`src/rtl/serial_subtractor_pkg.sv`:
```
// Shared definitions for the bit-serial subtractor: FSM state encoding
// and a constant-evaluable ceiling-log2 used to size the bit counter.
package serial_subtractor_pkg;

  typedef enum logic [1:0] {
    IDLE = 2'd0,
    RUN  = 2'd1,
    DONE = 2'd2
  } state_t;

  // Ceiling log2; returns 0 for v <= 1.
  function automatic int clog2(input int v);
    int r;
    int p;
    r = 0;
    p = 1;
    while (p < v) begin
      p = p * 2;
      r = r + 1;
    end
    return r;
  endfunction

endpackage

```
`src/rtl/serial_subtractor_full_subtractor.sv`:
```
// One-bit full subtractor cell: d = a - b - bi, with borrow-out bo.
module full_subtractor (
  input  logic a,
  input  logic b,
  input  logic bi,
  output logic d,
  output logic bo
);

  // Difference bit and borrow generation/propagation.
  always_comb begin
    d  = a ^ b ^ bi;
    bo = (~a & b) | (~(a ^ b) & bi);
  end

endmodule

```
`src/rtl/serial_subtractor.sv`:
```
// Bit-serial N-bit subtractor: D = X - Y - BIN, one bit per clock, LSB first.
// Operands are captured on an accepted start, shifted right through a single
// full-subtractor cell, and the result is published to d/bout only on the
// final bit so the outputs hold steady across a following operation.
module serial_subtractor
  import serial_subtractor_pkg::*;
#(
  parameter int WIDTH = 8
) (
  input  logic             clk,
  input  logic             rst,
  input  logic             start,
  input  logic [WIDTH-1:0] x,
  input  logic [WIDTH-1:0] y,
  input  logic             bin,
  output logic             busy,
  output logic             done,
  output logic [WIDTH-1:0] d,
  output logic             bout
);

  localparam int CW = clog2(WIDTH);
  localparam logic [CW-1:0] LAST = CW'(WIDTH - 1);

  state_t           state_reg;
  state_t           state_next;
  logic [WIDTH-1:0] xs_reg;
  logic [WIDTH-1:0] ys_reg;
  logic [WIDTH-1:0] pr_reg;
  logic [WIDTH-1:0] d_reg;
  logic             bout_reg;
  logic             borrow_reg;
  logic [CW-1:0]    cnt_reg;

  logic             accept;
  logic             last_bit;
  logic             di;
  logic             bo;
  logic [WIDTH-1:0] pr_shifted;

  // A request is honoured only when no operation is in flight.
  assign accept     = start && ((state_reg == IDLE) || (state_reg == DONE));
  assign last_bit   = (cnt_reg == LAST);
  assign pr_shifted = {di, pr_reg[WIDTH-1:1]};

  full_subtractor fs_cell (
    .a  (xs_reg[0]),
    .b  (ys_reg[0]),
    .bi (borrow_reg),
    .d  (di),
    .bo (bo)
  );

  // FSM state register.
  always_ff @(posedge clk) begin
    if (rst) begin
      state_reg <= IDLE;
    end else begin
      state_reg <= state_next;
    end
  end

  // FSM next-state logic; start during RUN is deliberately ignored.
  always_comb begin
    state_next = state_reg;
    case (state_reg)
      IDLE:    if (start) state_next = RUN;
      RUN:     if (last_bit) state_next = DONE;
      DONE:    state_next = start ? RUN : IDLE;
      default: state_next = IDLE;
    endcase
  end

  // FSM outputs decoded straight from the registered state.
  always_comb begin
    busy = (state_reg == RUN);
    done = (state_reg == DONE);
  end

  // Operand capture, serial shift/borrow datapath and result publication.
  always_ff @(posedge clk) begin
    if (rst) begin
      xs_reg     <= '0;
      ys_reg     <= '0;
      pr_reg     <= '0;
      d_reg      <= '0;
      bout_reg   <= 1'b0;
      borrow_reg <= 1'b0;
      cnt_reg    <= '0;
    end else if (accept) begin
      xs_reg     <= x;
      ys_reg     <= y;
      borrow_reg <= bin;
      cnt_reg    <= '0;
    end else if (state_reg == RUN) begin
      xs_reg     <= xs_reg >> 1;
      ys_reg     <= ys_reg >> 1;
      pr_reg     <= pr_shifted;
      borrow_reg <= bo;
      cnt_reg    <= cnt_reg + 1'b1;
      if (last_bit) begin
        d_reg    <= pr_shifted;
        bout_reg <= bo;
      end
    end
  end

  assign d    = d_reg;
  assign bout = bout_reg;

endmodule
```
`config.mk`:
```
export PLATFORM = sky130hd
export DESIGN_NAME = serial_subtractor
export DESIGN_NICKNAME = d
export VERILOG_FILES = /design/src/rtl/serial_subtractor_pkg.sv /design/src/rtl/serial_subtractor_full_subtractor.sv /design/src/rtl/serial_subtractor.sv
export SDC_FILE = /design/constraint.sdc
export NUM_CORES = 1
export LEC_CHECK = 0
export CAP_MARGIN = 20
export CORE_MARGIN = 2
export CORE_UTILIZATION = 45
export CTS_CLUSTER_DIAMETER = 30
export DETAILED_ROUTE_END_ITERATION = 6
export PLACE_DENSITY = 0.77
export SETUP_SLACK_MARGIN = 0.05
export SYNTH_ARGS = -nofsm -noshare
export SYNTH_HDL_FRONTEND = slang
export SYNTH_SLANG_ARGS = --single-unit
```
`constraint.sdc`:
```
create_clock -name clk -period 2 [get_ports clk]
set_input_delay 0.2 -clock clk [delete_from_list [all_inputs] [get_ports clk]]
set_output_delay 0.2 -clock clk [all_outputs]
set_load 0.005 [all_outputs]
```
==> run_results.csv <==
group,metric,value,unit
placement,place.gp.congestion,0.694,
status,status,"complete, no violations",
clock_network,cts_root_buf,"clkbuf_4",
detailed_routing,wl,3110,um
placement,pre_cts_slack,0.467,ns
flow_run,cap_violations,0,
floorplanning,die_h,62.4,um
critical_path,cp_slowest_cell,"clkdlybuf4s50_1",
critical_path,r2r_start,"state_reg[0]",
grt,grt_max_degree,39,
clock_network,clock-sinks,38,
logic_synthesis,syn_nets,195,
floorplanning,core,3310,um2
logic_synthesis,ys_seq_area_frac,0.496,
critical_path,worst-path-max-fanout,20,
sta,finClkSkew,0.00770,ns
clock_network,clock_latency,0.35,ns
critical_path,start_kind,"register",
layout,area_growth,24.9,%
floorplanning,rows,21,
clock_network,cts_buffers,5,
sta,slew_headroom,0.745,
logic_synthesis,synth_cells,172,
sta,setup_tns,0,ns
critical_path,critPathCaptureType,"output port",
layout,fin_util,0.578,
logic_synthesis,yosysWarnings,0,
grt,grt_pass1_vias,1270,
power,p_per_area,803,nW/um2
critical_path,critical_path_required,1.80,ns
sta,rsz0062_at_grt,"no",
placement,post-dp-hpwl,2130,um
layout,drive_gt1_frac,0.0846,
detailed_routing,drc,0,
grt,grt_overflow,0,
logic_synthesis,synth_cell_types,27,
logic_synthesis,ys_ff_latch,38,
sta,worst_pin_slew,0.382,ns
min_path,min_from,"x[6]",
clock_network,hold_buffers,0,
sta,fmax,551,MHz
logic_synthesis,synth.avg_cell_area,8.91,um2
layout,antennaDiodeCount,0,
clock_network,clkTransAtPathRegs,0.12,ns
floorplanning,initial_core_util,0.463,
min_path,hold_class,"in2reg",
clock_network,cts_tree,"done",
clock_network,cts_max_level,2,
sta,fin_ws,0.186,ns
placement,port-buffer-count,30,
sta,setup_viol,0,
detailed_routing,ant_nets,0,
detailed_routing,post_drt_wl_per_cell,12.6,um
sta,finalCritPeriodShare,0.907,
grt,antenna_found_initial,0,
critical_path,critical_path_arrival,1.61,ns
detailed_routing,drtIter0Drc,97,
layout,final_cell_count_no_fill,247,
critical_path,startpoint,"state_reg[0]",
placement,placedCellCount,239,
logic_synthesis,syn_area,1530,um2
floorplanning,ios,31,
layout,layout.nets,223,
grt,track_usage,0.173,
detailed_routing,drt_pre_antenna_iters,4,
clock_network,cts_max_path_buffers,2,
clock_network,cts_setup_buffers,0,
clock_network,cts_resized,0,
sta,slew_violations,0,
floorplanning,fp.dieArea,3890,um2
sta,finalCriticalPeriod,1.81,ns
detailed_routing,routed-via-count,1294,
detailed_routing,vias_per_cell,5.24,
critical_path,path_cells,"nand2b_1, inv_6, clkdlybuf4s50_1",
power,vdd.ir_drop.worst,0.482,mV
sta,hold_viol_final,0,
critical_path,path_class,"reg2out",
grt,grt_pass1_wl,5350,um
critical_path,slowest_delay,0.53,ns
power,p_leak,0.000662,uW
floorplanning,die_w,62.4,um
-- cells in the final DEF, fill, tap and decap left out, types with 2 or more instances in the layout --
| master | count |
|---|---|
| clkdlybuf4s50_1 | 30 |
| mux2i_1 | 4 |
| nor2b_1 | 2 |
| dfxtp_1 | 38 |
| nand2b_1 | 2 |
| ha_1 | 2 |
| nor3_2 | 2 |
| nor3_1 | 15 |
| clkbuf_4 | 5 |
| a22oi_1 | 3 |
| a21oi_1 | 20 |
| nand3_1 | 12 |
| nor2_1 | 6 |
| clkinvlp_4 | 2 |
| buf_4 | 6 |
| a311oi_1 | 6 |
| nand2_1 | 30 |
| o22ai_1 | 7 |
| inv_1 | 2 |
-- where the power goes --
group          leakage, uW  internal, uW  switching, uW
clock            0.0000374           262            263
sequential        0.000310           793           20.5
combinational     0.000314          94.7            105
-- through the flow --
stage | hold WS [ns] | total power, uW | area, um2
after global placement | 0.443 | 1020 | 1830
after floorplan | 0.374 | 971 | 1530
after CTS | 0.446 | 1550 | 1910
after global routing | 0.472 | 1610 | 1910
after detailed placement | 0.446 | 1030 | 1830
final | 0.453 | 1540 | 1910
-- area by class of cell --
cell class              instances  area, um2
fillers                       315       1400
flip-flops and latches         38        761
multi-input cells             116        652
repair buffers                 36        345
well taps                      46       57.6
clock inverters                 3       45.0
clock buffers                   5       37.5
inverters                       3       16.3
-- worst max-delay path: cells and delay by family (launching register included) --
kind,cells,cell delay [ns]
buffers and inverters,2,0.70
flip-flops,1,0.41
AND/OR/NAND/NOR,1,0.15
-- cells in the mapped netlist (all sizes together) --
| library cell | n | area share |
|---|---|---|
| nor3 | 17 | 0.062 |
| fa | 1 | 0.013 |
| nor2b | 2 | 0.0082 |
| buf | 12 | 0.060 |
| nor2 | 6 | 0.015 |
| xnor2 | 1 | 0.0057 |
| nand3 | 12 | 0.039 |
| o22ai | 7 | 0.029 |
| nand2 | 30 | 0.073 |
| nand2b | 2 | 0.0082 |
| inv | 3 | 0.011 |
| ha | 2 | 0.016 |
| a311oi | 6 | 0.034 |
| a22oi | 3 | 0.015 |
| mux2i | 4 | 0.026 |
| a2bb2oi | 1 | 0.0057 |
| a21oi | 20 | 0.065 |
| nand3b | 1 | 0.0049 |
| dfxtp | 38 | 0.50 |
| clkbuf | 3 | 0.0073 |
| o21a | 1 | 0.0049 |
-- kinds of logic (layout without fill, tap and decap cells) --
| kind of cell | after synthesis | after routing | synth area share |
|---|---|---|---|
| AND/OR/NAND/NOR | 70 | 70 | 0.211 |
| AO/OA/AOI/OAI | 38 | 38 | 0.153 |
| XOR/XNOR | 1 | 1 | 0.00572 |
| buffers and inverters | 18 | 47 | 0.0784 |
| adder cells (fa/ha/maj) | 3 | 3 | 0.0294 |
| flip-flops | 38 | 38 | 0.496 |
| multiplexers | 4 | 4 | 0.0261 |
-- path summary, 6_finish.rpt --
check,to,slack [ns],cells after the start
setup / recovery,busy,0.19,3
hold / removal,xs_reg[6],0.45,3
setup reg to reg,xs_reg[2],0.58,5
hold reg to reg,d[5],0.46,2
-- routing by layer --
metal | part of all wire | vias up | track usage
met5 | 0 | - | 0
met4 | 0.016 | 0 | 0.0917
met3 | 0.052 | 6 | 0.0308
met2 | 0.49 | 37 | 0.300
met1 | 0.45 | 596 | 0.204
li1 | - | 655 | -
Power figures use the tool's default switching activity.
